--- config.mk ---
export PLATFORM = sky130hd
export DESIGN_NAME = conn_scheduler
export DESIGN_NICKNAME = d
export VERILOG_FILES = /design/src/rtl/conn_scheduler_pkg.sv /design/src/rtl/conn_scheduler_rr_picker.sv /design/src/rtl/conn_scheduler.sv
export SDC_FILE = /design/constraint.sdc
export NUM_CORES = 1
export LEC_CHECK = 0
export CAP_MARGIN = 20
export CORE_MARGIN = 4
export CORE_UTILIZATION = 43
export CTS_CLUSTER_DIAMETER = 30
export DETAILED_ROUTE_END_ITERATION = 7
export PLACE_DENSITY = 0.74
export SLEW_MARGIN = 30
export SYNTH_ARGS = -nofsm -noshare
export SYNTH_HDL_FRONTEND = slang
export SYNTH_HIERARCHICAL = 1
export SYNTH_SLANG_ARGS = --single-unit
--- constraint.sdc ---
create_clock -name clk -period 2.04 [get_ports clk]
set_input_delay 0.408 -clock clk [delete_from_list [all_inputs] [get_ports clk]]
set_output_delay 0.408 -clock clk [all_outputs]
set_load 0.02 [all_outputs]
--- src/rtl/conn_scheduler_pkg.sv ---
// ---------------------------------------------------------------------------
// conn_scheduler_pkg
// Shared definitions for the client/server handshake design.
//   - Parameter defaults for the scheduler.
//   - Server state codes (LISTEN/SYNREC/ESTABLISH/CLOSING), which appear
//     directly on the srv_state output.
//   - Client state codes, so client engines, server and scheduler agree.
// ---------------------------------------------------------------------------
package conn_scheduler_pkg;

    localparam int N_CLIENTS_DEF   = 4;
    localparam int ID_W_DEF        = 2;
    localparam int SYN_TIMEOUT_DEF = 8;
    localparam int HOLD_MAX_DEF    = 16;

    typedef enum logic [2:0] {
        SRV_LISTEN    = 3'b011,
        SRV_SYNREC    = 3'b100,
        SRV_ESTABLISH = 3'b101,
        SRV_CLOSING   = 3'b110
    } srv_state_e;

    typedef enum logic [2:0] {
        CLI_OC          = 3'b000,
        CLI_SYNSENT     = 3'b001,
        CLI_ESTABLISHED = 3'b010
    } cli_state_e;

endpackage

--- src/rtl/conn_scheduler_rr_picker.sv ---
// ---------------------------------------------------------------------------
// rr_picker
// Combinational round-robin selector.
//   req   : request vector, one bit per client
//   ptr   : index where the upward scan starts
//   valid : at least one request is set
//   id    : first set request at or above ptr, wrapping modulo N
// ---------------------------------------------------------------------------
module rr_picker
    import conn_scheduler_pkg::*;
#(
    parameter int N    = N_CLIENTS_DEF,
    parameter int ID_W = ID_W_DEF
) (
    input  logic [N-1:0]    req,
    input  logic [ID_W-1:0] ptr,
    output logic            valid,
    output logic [ID_W-1:0] id
);

    logic [ID_W-1:0] idx;

    always_comb begin
        valid = 1'b0;
        id    = ptr;
        idx   = '0;
        // The first hit wins; later hits are masked by valid.
        for (int off = 0; off < N; off++) begin
            idx = ID_W'((int'(ptr) + off) % N);
            if (!valid && req[idx]) begin
                valid = 1'b1;
                id    = idx;
            end
        end
    end

endmodule

--- src/rtl/conn_scheduler.sv ---
// ---------------------------------------------------------------------------
// conn_scheduler
// Shares one server handshake engine among N_CLIENTS client engines.
// One client at a time is granted in round-robin order, its 3-way
// handshake is sequenced, and the connection is held until the client
// closes it or the hold limit expires. A stalled SYNREC is aborted.
//
// Ports:
//   clk, reset   : rising-edge clock, synchronous active-high reset
//   syn_req[N]   : level request per client (client sits in synsent)
//   ack_in[N]    : per-client ack of the SYN-ACK
//   fin_req[N]   : per-client close request
//   grant[N]     : one-hot owner of the server, zero when idle
//   synack_out[N]: one-cycle one-hot SYN-ACK to the granted client
//   established  : high while the connection is in ESTABLISH
//   srv_state    : server state code (also the FSM debug view)
//   active_id    : granted client index, holds its value when idle
//   timeout_err  : one-cycle pulse when a SYNREC attempt times out
//
// Handshake: syn_req is a level request that is only looked at in LISTEN
// (nothing is queued); grant is the acceptance and stays high from the
// SYNREC entry through the CLOSING cycle. Only ack_in/fin_req bits of the
// granted client are observed; all other bits are ignored.
// ---------------------------------------------------------------------------
module conn_scheduler
    import conn_scheduler_pkg::*;
#(
    parameter int N_CLIENTS   = N_CLIENTS_DEF,
    parameter int ID_W        = ID_W_DEF,
    parameter int SYN_TIMEOUT = SYN_TIMEOUT_DEF,
    parameter int HOLD_MAX    = HOLD_MAX_DEF
) (
    input  logic                 clk,
    input  logic                 reset,
    input  logic [N_CLIENTS-1:0] syn_req,
    input  logic [N_CLIENTS-1:0] ack_in,
    input  logic [N_CLIENTS-1:0] fin_req,
    output logic [N_CLIENTS-1:0] grant,
    output logic [N_CLIENTS-1:0] synack_out,
    output logic                 established,
    output logic [2:0]           srv_state,
    output logic [ID_W-1:0]      active_id,
    output logic                 timeout_err
);

    localparam int SYN_W  = (SYN_TIMEOUT > 1) ? $clog2(SYN_TIMEOUT) : 1;
    localparam int HOLD_W = (HOLD_MAX > 1) ? $clog2(HOLD_MAX) : 1;
    localparam logic [SYN_W-1:0]  SYN_LAST  = SYN_W'(SYN_TIMEOUT - 1);
    localparam logic [HOLD_W-1:0] HOLD_LAST = HOLD_W'(HOLD_MAX - 1);
    localparam logic [N_CLIENTS-1:0] ONE    = N_CLIENTS'(1);

    srv_state_e           state_q, state_d;
    logic [N_CLIENTS-1:0] grant_q, grant_d;
    logic [N_CLIENTS-1:0] synack_q, synack_d;
    logic                 est_q, est_d;
    logic [ID_W-1:0]      active_id_q, active_id_d;
    logic                 timeout_q, timeout_d;
    logic [ID_W-1:0]      rr_ptr_q, rr_ptr_d;
    logic [SYN_W-1:0]     syn_tmr_q, syn_tmr_d;
    logic [HOLD_W-1:0]    hold_tmr_q, hold_tmr_d;

    logic                 pick_valid;
    logic [ID_W-1:0]      pick_id;
    logic [ID_W-1:0]      next_ptr;
    logic                 ack_sel;
    logic                 fin_sel;

    rr_picker #(
        .N    (N_CLIENTS),
        .ID_W (ID_W)
    ) u_rr_picker (
        .req   (syn_req),
        .ptr   (rr_ptr_q),
        .valid (pick_valid),
        .id    (pick_id)
    );

    // After a connection ends, the turn passes to the client above it.
    assign next_ptr = (active_id_q == ID_W'(N_CLIENTS - 1)) ? '0
                                                            : active_id_q + ID_W'(1);
    assign ack_sel  = ack_in[active_id_q];
    assign fin_sel  = fin_req[active_id_q];

    always_comb begin
        state_d     = state_q;
        grant_d     = grant_q;
        synack_d    = '0;
        est_d       = est_q;
        active_id_d = active_id_q;
        timeout_d   = 1'b0;
        rr_ptr_d    = rr_ptr_q;
        syn_tmr_d   = syn_tmr_q;
        hold_tmr_d  = hold_tmr_q;

        case (state_q)
            SRV_LISTEN: begin
                if (pick_valid) begin
                    state_d     = SRV_SYNREC;
                    grant_d     = ONE << pick_id;
                    synack_d    = ONE << pick_id;
                    active_id_d = pick_id;
                    syn_tmr_d   = '0;
                end
            end
            SRV_SYNREC: begin
                // Ack is tested first so it wins over a same-cycle timeout.
                if (ack_sel) begin
                    state_d    = SRV_ESTABLISH;
                    est_d      = 1'b1;
                    hold_tmr_d = '0;
                end else if (syn_tmr_q == SYN_LAST) begin
                    state_d   = SRV_LISTEN;
                    grant_d   = '0;
                    timeout_d = 1'b1;
                    rr_ptr_d  = next_ptr;
                end else begin
                    syn_tmr_d = syn_tmr_q + SYN_W'(1);
                end
            end
            SRV_ESTABLISH: begin
                if (fin_sel || (hold_tmr_q == HOLD_LAST)) begin
                    state_d = SRV_CLOSING;
                    est_d   = 1'b0;
                end else begin
                    hold_tmr_d = hold_tmr_q + HOLD_W'(1);
                end
            end
            SRV_CLOSING: begin
                state_d  = SRV_LISTEN;
                grant_d  = '0;
                rr_ptr_d = next_ptr;
            end
            default: begin
                state_d = SRV_LISTEN;
                grant_d = '0;
                est_d   = 1'b0;
            end
        endcase
    end

    always_ff @(posedge clk) begin
        if (reset) begin
            state_q     <= SRV_LISTEN;
            grant_q     <= '0;
            synack_q    <= '0;
            est_q       <= 1'b0;
            active_id_q <= '0;
            timeout_q   <= 1'b0;
            rr_ptr_q    <= '0;
            syn_tmr_q   <= '0;
            hold_tmr_q  <= '0;
        end else begin
            state_q     <= state_d;
            grant_q     <= grant_d;
            synack_q    <= synack_d;
            est_q       <= est_d;
            active_id_q <= active_id_d;
            timeout_q   <= timeout_d;
            rr_ptr_q    <= rr_ptr_d;
            syn_tmr_q   <= syn_tmr_d;
            hold_tmr_q  <= hold_tmr_d;
        end
    end

    assign grant       = grant_q;
    assign synack_out  = synack_q;
    assign established = est_q;
    assign srv_state   = state_q;
    assign active_id   = active_id_q;
    assign timeout_err = timeout_q;

endmodule

; Word level (Yosys, flattened, before mapping)
; Cells that the tools add are included.
; Widths: inputs -> output; s select.
[word_totals]
register_bits = 24
latch_bits = 0
ramBits = 0
rom_bits = 0
inputBits = 14
out_inout_bits = 15
wordCells = 104
memories = 0
[classes]
addsub = 6
multipliers = 0
div_mod_pow = 0
order_cmp = 5
n_eq_ne = 15
shifts = 1
mux = 43
bitwise_logic = 5
n_reduce_logical = 20
[op_table]
columns = op, n
row1 = $mux 3, 7
row2 = $mux 4, 5
row3 = $lt 2x3->1 const B, 5
row4 = $ne 2x2->1 const B, 7
row5 = $mux 1, 13
row6 = $bmux 1 s2, 6
row7 = $eq 3x3->1 const B, 4
row8 = $mux 2, 6
row9 = $pmux 4 s3, 1
row10 = $reduce_and 3->1, 4
row11 = $pmux 3 s3, 1
row12 = $pmux 4 s2, 1
row13 = $reduce_and 4->1, 2
row14 = $pmux 3 s2, 1
row15 = $reduce_bool 2->1, 3
row16 = $reduce_or 3->1, 2
row17 = $not 1->1, 5
row18 = $add 2x1->2 const B, 2
row19 = $add 2x2->2 const B, 2
row20 = $add 4x1->4 const B, 1
row21 = $eq 4x4->1 const B, 1
row22 = $pmux 2 s2, 1
row23 = $shl 1x2->4 const A, 1
row24 = $add 3x1->3 const B, 1
row25 = 9 further kinds, 13

; Logic depth before layout (Yosys ltp)
; Gate-level depths: netlist (run 1).
[depth]
ltp_word = 15
mapped_depth = 7
depth_no_buf = 7

; Cells and area by module
; The synthesis (run 1) kept the hierarchy.
[modules_own_cells]
columns = module, n_inst, cells_per_inst, area_per_inst_um2, seq_area_each_um2
row1 = conn_scheduler, 1, 117, 1089.8, 480.5
row2 = rr_picker, 1, 16, 96.3, 0.0

; Least setup slack after synthesis (run 1)
; Ideal clock, no wire load.
[synth_path]
path_kind = flip-flop to flip-flop
from = register active_id_q[0] (netlist: active_id[0])
to = register hold_tmr_q[3]
setup_time_ns = 0.062
arrival_ns = 2.076
t_required_ns = 1.978
slack_ns = -0.098
path_stages_with_launch = 6
n_path_buf = 1
synth_period_minus_slack_ns = 2.138
cell_sequence = dfxtp_1 -> mux4_2 -> a311o_1 -> buf_6 -> or4_1 -> nand3_1
[synth_between]
elab_chain_cells = 5
word_cells_on_any_way = 8
cone_classes = 2 x eq/ne / 4 x mux / 2 x reduce/logical
[synth_lines]
columns = element, line
row1 = "start, declared", conn_scheduler.sv:56  ; logic [ID_W-1:0] active_id_q, active_id_d;
row2 = "start signal, assigned", conn_scheduler.sv:157  ; active_id_q <= active_id_d;
row3 = $bmux 1 s2, conn_scheduler.sv:82  ; assign fin_sel = fin_req[active_id_q];
row4 = $mux 1 (not written as such), conn_scheduler.sv:82
row5 = $logic_or 1x1->1, conn_scheduler.sv:121  ; if (fin_sel || (hold_tmr_q == HOLD_LAST)) begin
row6 = $ne 2x2->1 (no source line), n/a
row7 = $reduce_and 3->1 (no source line) *, n/a
row8 = "end signal, assigned", conn_scheduler.sv:161  ; hold_tmr_q <= hold_tmr_d;
row9 = "end, declared", conn_scheduler.sv:60  ; logic [HOLD_W-1:0] hold_tmr_q, hold_tmr_d;
; Every way passes the cells marked *; elsewhere a longest branch is shown, timed or not. The select of a mux whose other input is x is not followed.
; A chain may end at the register's enable or synchronous reset.

; Worst setup path in the final report (run 1)
[layout_path]
from = input fin_req[2]
to = register hold_tmr_q[3]
[layout_between]
elab_chain_cells = 5
[layout_lines]
columns = element, line
row1 = "start, declared", conn_scheduler.sv:37  ; input logic [N_CLIENTS-1:0] fin_req,
row2 = $bmux 1 s2, conn_scheduler.sv:82
row3 = $mux 1 (not written as such), conn_scheduler.sv:82
row4 = $logic_or 1x1->1, conn_scheduler.sv:121
row5 = $ne 2x2->1 (no source line), n/a
row6 = $reduce_and 3->1 (no source line), n/a
; Every way passes these cells. The select of a mux whose other input is x is not followed.

==> results of run 1 <==
placed cells by master, fill, tap and decap left out, drive strengths merged, types with 2 or more instances in the layout:
cell type	n
nand3	6
nor4b	2
nor2	11
nor3	9
nor2b	3
clkbuf	3
inv	4
clkdlybuf4s50	28
nand4b	3
mux2i	2
buf	13
or4	2
nand2	10
ha	4
nand2b	7
a311oi	2
dfxtp	24
mux4	2
nand3b	7
a21oi	12
nor4	2
o21ai	4
cell families after synthesis:
| group | after synthesis | share of synthesized area |
|---|---|---|
| adders and majority gates | 4 | 0.0422 |
| AOI/OAI and AO/OA | 27 | 0.150 |
| DFF | 24 | 0.405 |
| buffers and inverters | 9 | 0.0348 |
| and+or+nand+nor | 64 | 0.304 |
| muxes | 5 | 0.0643 |
cell type report:
class,instances,area (um^2),share of cell area
multi-input combinational,100,664,0.415
sequential,24,482,0.301
timing repair buffer,41,378,0.236
tap,30,37.5,0.0235
clock buffer,3,22.5,0.0141
inverter,4,15.0,0.00939
metal layers:
| metal | vias to the layer above | global-route usage | share of wire |
|---|---|---|---|
| met4 | 0 | 0.0898 | 0.025 |
| met1 | 537 | 0.229 | 0.46 |
| met2 | 32 | 0.292 | 0.46 |
| met5 | - | 0 | 0 |
| li1 | 573 | - | - |
| met3 | 9 | 0.0234 | 0.055 |
final timing paths:
kind,from,to,slack [ns],cells past startpoint
max,fin_req[2],hold_tmr_q[3],0.06,5
min,syn_tmr_q[2],syn_tmr_q[2],0.50,2
max reg2reg,active_id[0],hold_tmr_q[3],0.13,4
min reg2reg,syn_tmr_q[2],syn_tmr_q[2],0.50,2
worst max-delay path: stages:
cell and delay [ns]:
sky130_fd_sc_hd__clkdlybuf4s50_1 0.41, sky130_fd_sc_hd__mux4_2 0.47, sky130_fd_sc_hd__a311o_1 0.38, sky130_fd_sc_hd__or4_1 0.48
sky130_fd_sc_hd__nand3_1 0.09
state kept, by name, indices dropped and copies added, names as in the netlist, 2 cells and up:
signal / flops
grant: 4
hold_tmr_q: 4
synack_out: 4
srv_state: 3
syn_tmr_q: 3
active_id: 2
rr_ptr_q: 2
power by group through the flow:
stage                     registers (mW)  logic, mW  clock network (mW)
after floorplan                    0.690      0.314                   0
after CTS                          0.623      0.689               0.209
after global routing               0.640      0.750               0.229
after detailed placement           0.631      0.684                   0
final                              0.622      0.689               0.200
after global placement             0.629      0.677                   0
metrics by stage:
step | instances | cell area (um^2) | worst slack, ns | power, mW | hold slack (ns)
floorplan | 133 | 1190 | 0.0279 | 1.00 | 0.461
global placement | 199 | 1580 | -0.233 | 1.31 | 0.472
detailed placement | 199 | 1580 | -0.272 | 1.32 | 0.488
CTS | 202 | 1600 | 0.0609 | 1.52 | 0.504
global route | 202 | 1600 | 0.00204 | 1.62 | 0.544
finish | 202 | 1600 | 0.0638 | 1.51 | 0.504
==> summary.json, run 1 <==
{
  "clk-insertion-delay-late": {"value": 0.31, "unit": "ns"},
  "critPathCaptureType": {"value": "register"},
  "grt_pass1_vias": {"value": 1142},
  "max_freq": {"value": 506, "unit": "MHz"},
  "synth.top_cells.by_count": {"value": "sky130_fd_sc_hd__dfxtp_1 (24), sky130_fd_sc_hd__a21oi_1 (12), sky130_fd_sc_hd__nor2_1 (11)"},
  "placement_rows": {"value": 18},
  "clock_skew": {"value": 0.00644, "unit": "ns"},
  "timing.setup.critical_path_class": {"value": "input port to register"},
  "place.port_buffers": {"value": 28},
  "cp.arrival": {"value": 2.24, "unit": "ns"},
  "total_switching_power": {"value": 564, "unit": "uW"},
  "num-nets-final": {"value": 192},
  "worstMarginPinSlew": {"value": 0.368, "unit": "ns"},
  "power_frac_seq": {"value": 0.412},
  "cts-resized-gates": {"value": 0},
  "drt-initial-drc-count": {"value": 22},
  "post-dp-hpwl": {"value": 2280, "unit": "um"},
  "clock_power_share": {"value": 0.132},
  "final-setup-viol-count": {"value": 0},
  "synth_edf_count": {"value": 0},
  "detail-route-antenna-nets": {"value": 0},
  "synth_area": {"value": 1190, "unit": "um^2"},
  "post-route-period-util": {"value": 0.969},
  "synth_fp_nets": {"value": 151},
  "outcome": {"value": "finished clean"},
  "power.switching_fraction": {"value": 0.373},
  "rsz0062_at_grt": {"value": "false"},
  "yosysUniqueCellTypes": {"value": 34},
  "netlist_top_cells_area": {"value": "sky130_fd_sc_hd__dfxtp_1 (41%), sky130_fd_sc_hd__a21oi_1 (5.1%), sky130_fd_sc_hd__nand3b_1 (4.4%)"},
  "die_width": {"value": 60.5, "unit": "um"},
  "final_period_minus_worst_setup_slack": {"value": 1.98, "unit": "ns"},
  "synth_seq_area_share": {"value": 0.405},
  "gpl.final_weighted_congestion": {"value": 0.865},
  "detailroute.via_count": {"value": 1151},
  "core_area": {"value": 2540, "unit": "um^2"},
  "max_cap_viol_count": {"value": 0},
  "crit_required": {"value": 2.30, "unit": "ns"},
  "power_frac_comb": {"value": 0.456},
  "synth_top_flop_cell": {"value": "sky130_fd_sc_hd__dfxtp_1"},
  "cts.root.buffer_cell": {"value": "sky130_fd_sc_hd__clkbuf_4"},
  "peakVddDrop": {"value": 0.477, "unit": "mV"},
  "p_int": {"value": 947, "unit": "uW"},
  "final_layout_size_suffix_gt1_frac": {"value": 0.134},
  "area_growth_synth_to_finish": {"value": 34.8, "unit": "%"},
  "cts_setup_buffers": {"value": 0},
  "cts.sink_count": {"value": 24},
  "final_core_util": {"value": 0.628},
  "grt_start_max_net_pins": {"value": 21},
  "synthMostInstantiatedCell": {"value": "sky130_fd_sc_hd__dfxtp_1"},
  "route.detailed.drc": {"value": 0},
  "powerDensity": {"value": 945, "unit": "nW/um^2"},
  "floorplan.die.height": {"value": 60.5, "unit": "um"},
  "hold_viol": {"value": 0},
  "critical_path.max_fanout": {"value": 4},
  "setup_tns": {"value": 0, "unit": "ns"},
  "syn_inst": {"value": 133},
  "yosysTopAreaCell": {"value": "sky130_fd_sc_hd__dfxtp_1"},
  "nFillCells": {"value": 210},
  "avgSynthCellArea": {"value": 8.92, "unit": "um^2"},
  "timing.final.max_slew_violations": {"value": 0},
  "worst_hold_path_type": {"value": "register to register"},
  "grt_overflow": {"value": 0},
  "async_reset_ff_frac": {"value": 0},
  "all_layer_global_routing_usage": {"value": 0.178},
  "tritoncts_clock_tree": {"value": "yes"},
  "cts.clk_slew.worst_paths": {"value": 0.12, "unit": "ns"},
  "total_die_area": {"value": 3660, "unit": "um^2"},
  "synth.yosys.warnings": {"value": 6},
  "cts_inserted_buffers": {"value": 3},
  "ctsHoldBuffers": {"value": 0},
  "start_kind": {"value": "input port"},
  "slew_headroom": {"value": 0.753},
  "htreeDepth": {"value": 1},
  "wire_length_of_the_first_global_routing_pass": {"value": 5000, "unit": "um"},
  "avg_wl_per_cell": {"value": 14.3, "unit": "um"},
  "routed_wirelength": {"value": 2890, "unit": "um"},
  "grt_antenna_before_repair": {"value": 0},
  "firstDrtPassIters": {"value": 4},
  "clk_path_buf_depth": {"value": 2},
  "flip_flop_and_latch_count_after_synthesis": {"value": 24},
  "boundaryPins": {"value": 29},
  "leakage": {"value": 0.599, "unit": "nW"},
  "initial_core_util": {"value": 0.466},
  "synth_top_area_share": {"value": 0.405},
  "number_of_inserted_diodes": {"value": 0},
  "routed_via_density": {"value": 5.70}
}
No activity file was read; power rests on OpenSTA's default activity.
==> run 2: changes to the inputs <==
--- a/config.mk
+++ b/config.mk
@@ -11,7 +11,7 @@
 export CTS_CLUSTER_DIAMETER = 30
 export DETAILED_ROUTE_END_ITERATION = 7
 export PLACE_DENSITY = 0.74
-export SLEW_MARGIN = 30
+export SLEW_MARGIN = 25
 export SYNTH_ARGS = -nofsm -noshare
 export SYNTH_HDL_FRONTEND = slang
 export SYNTH_HIERARCHICAL = 1
==> results of run 2 <==
No change in the layout: final DEF, timing and power equal those of run 1.
==> run 3: changes to the inputs <==
--- a/config.mk
+++ b/config.mk
@@ -5,12 +5,13 @@
 export SDC_FILE = /design/constraint.sdc
 export NUM_CORES = 1
 export LEC_CHECK = 0
-export CAP_MARGIN = 20
+export CAP_MARGIN = 15
 export CORE_MARGIN = 4
-export CORE_UTILIZATION = 43
+export CORE_UTILIZATION = 50
 export CTS_CLUSTER_DIAMETER = 30
 export DETAILED_ROUTE_END_ITERATION = 7
-export PLACE_DENSITY = 0.74
+export DONT_BUFFER_PORTS = 1
+export PLACE_DENSITY = 0.65
 export SLEW_MARGIN = 25
 export SYNTH_ARGS = -nofsm -noshare
 export SYNTH_HDL_FRONTEND = slang
==> run 3 against run 2 <==
- setup slack better by 0.049 ns
- power down 10%
- sequential power up 3.9%
- final area down 20%
- via count down 12%
- final cell count down 17%
- fmax up 2.5%
==> summary.json, run 3 (synthesized netlist as in run 1, its figures left out) <==
{
  "gpl.final_weighted_congestion": {"value": 0.832, "change": "-3.8%"},
  "final-setup-viol-count": {"value": 0, "change": "unchanged"},
  "ctsHoldBuffers": {"value": 0, "change": "unchanged"},
  "seq_area": {"value": 482, "unit": "um^2", "change": "unchanged"},
  "critical_path.max_fanout": {"value": 6, "change": "+2"},
  "cp.arrival": {"value": 2.19, "unit": "ns", "change": "-0.05 ns"},
  "clk-insertion-delay-late": {"value": 0.31, "unit": "ns", "change": "about the same"},
  "initial_core_util": {"value": 0.531, "change": "+0.0650"},
  "grt_overflow": {"value": 0, "change": "unchanged"},
  "final_period_minus_worst_setup_slack": {"value": 1.93, "unit": "ns", "change": "-0.0490 ns"},
  "nFillCells": {"value": 200, "change": "-4.8%"},
  "worst_r2r_path_depth": {"value": 4, "change": "unchanged"},
  "powerDensity": {"value": 1050, "unit": "nW/um^2", "change": "+11%"},
  "num-nets-final": {"value": 160, "change": "-17%"},
  "total_switching_power": {"value": 544, "unit": "uW", "change": "-3.5%"},
  "power_frac_seq": {"value": 0.477, "change": "+0.065"},
  "critical_path.reg2reg.startpoint": {"value": "active_id[0]"},
  "final_layout_size_suffix_gt1_frac": {"value": 0.136, "change": "+0.00199"},
  "floorplan.die.height": {"value": 56.7, "unit": "um", "change": "-6.3%"},
  "leakage": {"value": 0.474, "unit": "nW", "change": "-21%"},
  "cts.clk_slew.worst_paths": {"value": 0.13, "unit": "ns", "change": "about the same"},
  "critical_path.reg2reg.endpoint": {"value": "hold_tmr_q[3]"},
  "power.switching_fraction": {"value": 0.401, "change": "+0.0284"},
  "number_of_inserted_diodes": {"value": 0, "change": "unchanged"},
  "tritoncts_clock_tree": {"value": "yes"},
  "total_power": {"value": 1.35, "unit": "mW", "change": "-10%"},
  "clock_power_share": {"value": 0.154, "change": "+0.022"},
  "multi_input_comb_area": {"value": 664, "unit": "um^2", "change": "unchanged"},
  "routed_via_density": {"value": 6.03, "change": "+5.8%"},
  "htreeDepth": {"value": 1, "change": "unchanged"},
  "layout_commonest_cell": {"value": "sky130_fd_sc_hd__dfxtp_1"},
  "rsz0062_at_grt": {"value": "false"},
  "timing.setup.critical_path_class": {"value": "register to register"},
  "peakVddDrop": {"value": 0.721, "unit": "mV", "change": "+51%"},
  "cts.root.buffer_cell": {"value": "sky130_fd_sc_hd__clkbuf_4"},
  "setup_tns": {"value": 0, "unit": "ns", "change": "unchanged"},
  "post-dp-hpwl": {"value": 2100, "unit": "um", "change": "-8.1%"},
  "area_growth_synth_to_finish": {"value": 8.44, "unit": "%"},
  "detail-route-antenna-nets": {"value": 0, "change": "unchanged"},
  "outcome": {"value": "finished clean"},
  "cts_inserted_buffers": {"value": 3, "change": "unchanged"},
  "drt-initial-drc-count": {"value": 100, "change": "+350%"},
  "die_width": {"value": 56.7, "unit": "um", "change": "-6.3%"},
  "holdWs": {"value": 0.144, "unit": "ns", "change": "-0.360 ns"},
  "firstDrtPassIters": {"value": 4, "change": "unchanged"},
  "core_area": {"value": 2230, "unit": "um^2", "change": "-12%"},
  "p_int": {"value": 811, "unit": "uW", "change": "-14%"},
  "placement_rows": {"value": 17, "change": "-1"},
  "cts.sink_count": {"value": 24, "change": "unchanged"},
  "worst_hold_path_type": {"value": "input port to register"},
  "total_die_area": {"value": 3220, "unit": "um^2", "change": "-12%"},
  "start_kind": {"value": "register"},
  "detailroute.via_count": {"value": 1013, "change": "-12%"},
  "clock_skew": {"value": 0.00678, "unit": "ns", "change": "+0.000338 ns"},
  "all_layer_global_routing_usage": {"value": 0.179, "change": "+0.00146"},
  "timing.critical_path.to": {"value": "hold_tmr_q[3]"},
  "grt_antenna_before_repair": {"value": 0, "change": "unchanged"},
  "grt_pass1_vias": {"value": 1010, "change": "-12%"},
  "layout.cells.most_common_list": {"value": "sky130_fd_sc_hd__dfxtp_1 (23), sky130_fd_sc_hd__a21oi_1 (12), sky130_fd_sc_hd__nor2_1 (11)"},
  "max_cap_viol_count": {"value": 0, "change": "unchanged"},
  "worstMarginPinSlew": {"value": 0.488, "unit": "ns", "change": "+0.120 ns"},
  "cp-startpoint": {"value": "active_id[0]"},
  "avg_wl_per_cell": {"value": 16.3, "unit": "um", "change": "+14%"},
  "boundaryPins": {"value": 29, "change": "unchanged"},
  "layout.cell_area.non_filler": {"value": 1290, "unit": "um^2", "change": "-20%"},
  "grt_start_max_net_pins": {"value": 27, "change": "+29%"},
  "final_core_util": {"value": 0.576, "change": "-0.0524"},
  "wire_length_of_the_first_global_routing_pass": {"value": 4660, "unit": "um", "change": "-6.6%"},
  "clk_path_buf_depth": {"value": 2, "change": "unchanged"},
  "routed_wirelength": {"value": 2740, "unit": "um", "change": "-5.0%"},
  "critPathCaptureType": {"value": "register"},
  "hold_viol": {"value": 0, "change": "unchanged"},
  "regToRegSetupSlack": {"value": 0.11, "unit": "ns", "change": "-0.02 ns"},
  "slew_headroom": {"value": 0.671, "change": "-0.0819"},
  "cts-resized-gates": {"value": 0, "change": "unchanged"},
  "placement.cell_area": {"value": 1260, "unit": "um^2", "change": "-20%"},
  "power_frac_comb": {"value": 0.369, "change": "-0.087"},
  "timing.final.max_slew_violations": {"value": 0, "change": "unchanged"},
  "place.port_buffers": {"value": 0, "change": "-100%"},
  "cts_setup_buffers": {"value": 0, "change": "unchanged"},
  "max_freq": {"value": 519, "unit": "MHz", "change": "+2.5%"},
  "route.detailed.drc": {"value": 0, "change": "unchanged"},
  "crit_required": {"value": 2.30, "unit": "ns", "change": "about the same"},
  "post-route-period-util": {"value": 0.945, "change": "-0.0240"}
}
==> run 3: changes by cell type in the layout (fill, tap and decap cells not counted) <==
cell                              change
sky130_fd_sc_hd__clkdlybuf4s50_1     -28
sky130_fd_sc_hd__buf_4                -4
==> run 3: layer usage <==
metal	up-vias	GRT usage	share of wire
met4	0	0.0610	0.013
met2	32	0.279	0.45
met3	4	0.0483	0.083
met5	-	0	0
met1	470	0.237	0.45
li1	507	-	-
==> run 3: power groups by stage <==
| stage | registers [mW] | clock network, mW | logic, mW |
|---|---|---|---|
| after floorplan | 0.690 | 0 | 0.314 |
| final | 0.646 | 0.208 | 0.500 |
| after CTS | 0.649 | 0.213 | 0.498 |
| after global placement | 0.652 | 0 | 0.487 |
| after global routing | 0.657 | 0.224 | 0.550 |
| after detailed placement | 0.660 | 0 | 0.498 |
==> run 3: stage by stage <==
stage | setup WS [ns] | std cells
finish | 0.113 | 168
global route | 0.0594 | 168
CTS | 0.113 | 168
detailed placement | 0.128 | 165
global placement | 0.154 | 165
floorplan | 0.0279 | 133
==> run 3: cell type report <==
type | instances | share of cell area
Clock buffer | 3 | 0.0175
Timing Repair Buffer | 9 | 0.0525
Sequential cell | 24 | 0.375
Tap cell | 28 | 0.0272
Inverter | 4 | 0.0117
Multi-Input combinational cell | 100 | 0.517
==> run 3: worst min path at each step <==
stage | startpoint | end | slack, ns | cells after the start
CTS | reset | hold_tmr_q[0] | 0.14 | 1
global route | reset | rr_ptr_q[1] | 0.13 | 1
finish | reset | hold_tmr_q[0] | 0.14 | 1
detailed placement | hold_tmr_q[1] | hold_tmr_q[1] | 0.48 | 2
global placement | syn_tmr_q[1] | syn_tmr_q[1] | 0.47 | 2
floorplan | hold_tmr_q[1] | hold_tmr_q[1] | 0.46 | 2
==> run 3: critical path: stages, from the launching register on <==
cell and delay (ns):
sky130_fd_sc_hd__dfxtp_2 0.39, sky130_fd_sc_hd__mux4_2 0.51, sky130_fd_sc_hd__a311o_1 0.42, sky130_fd_sc_hd__or4_1 0.48, sky130_fd_sc_hd__nand3_1 0.09
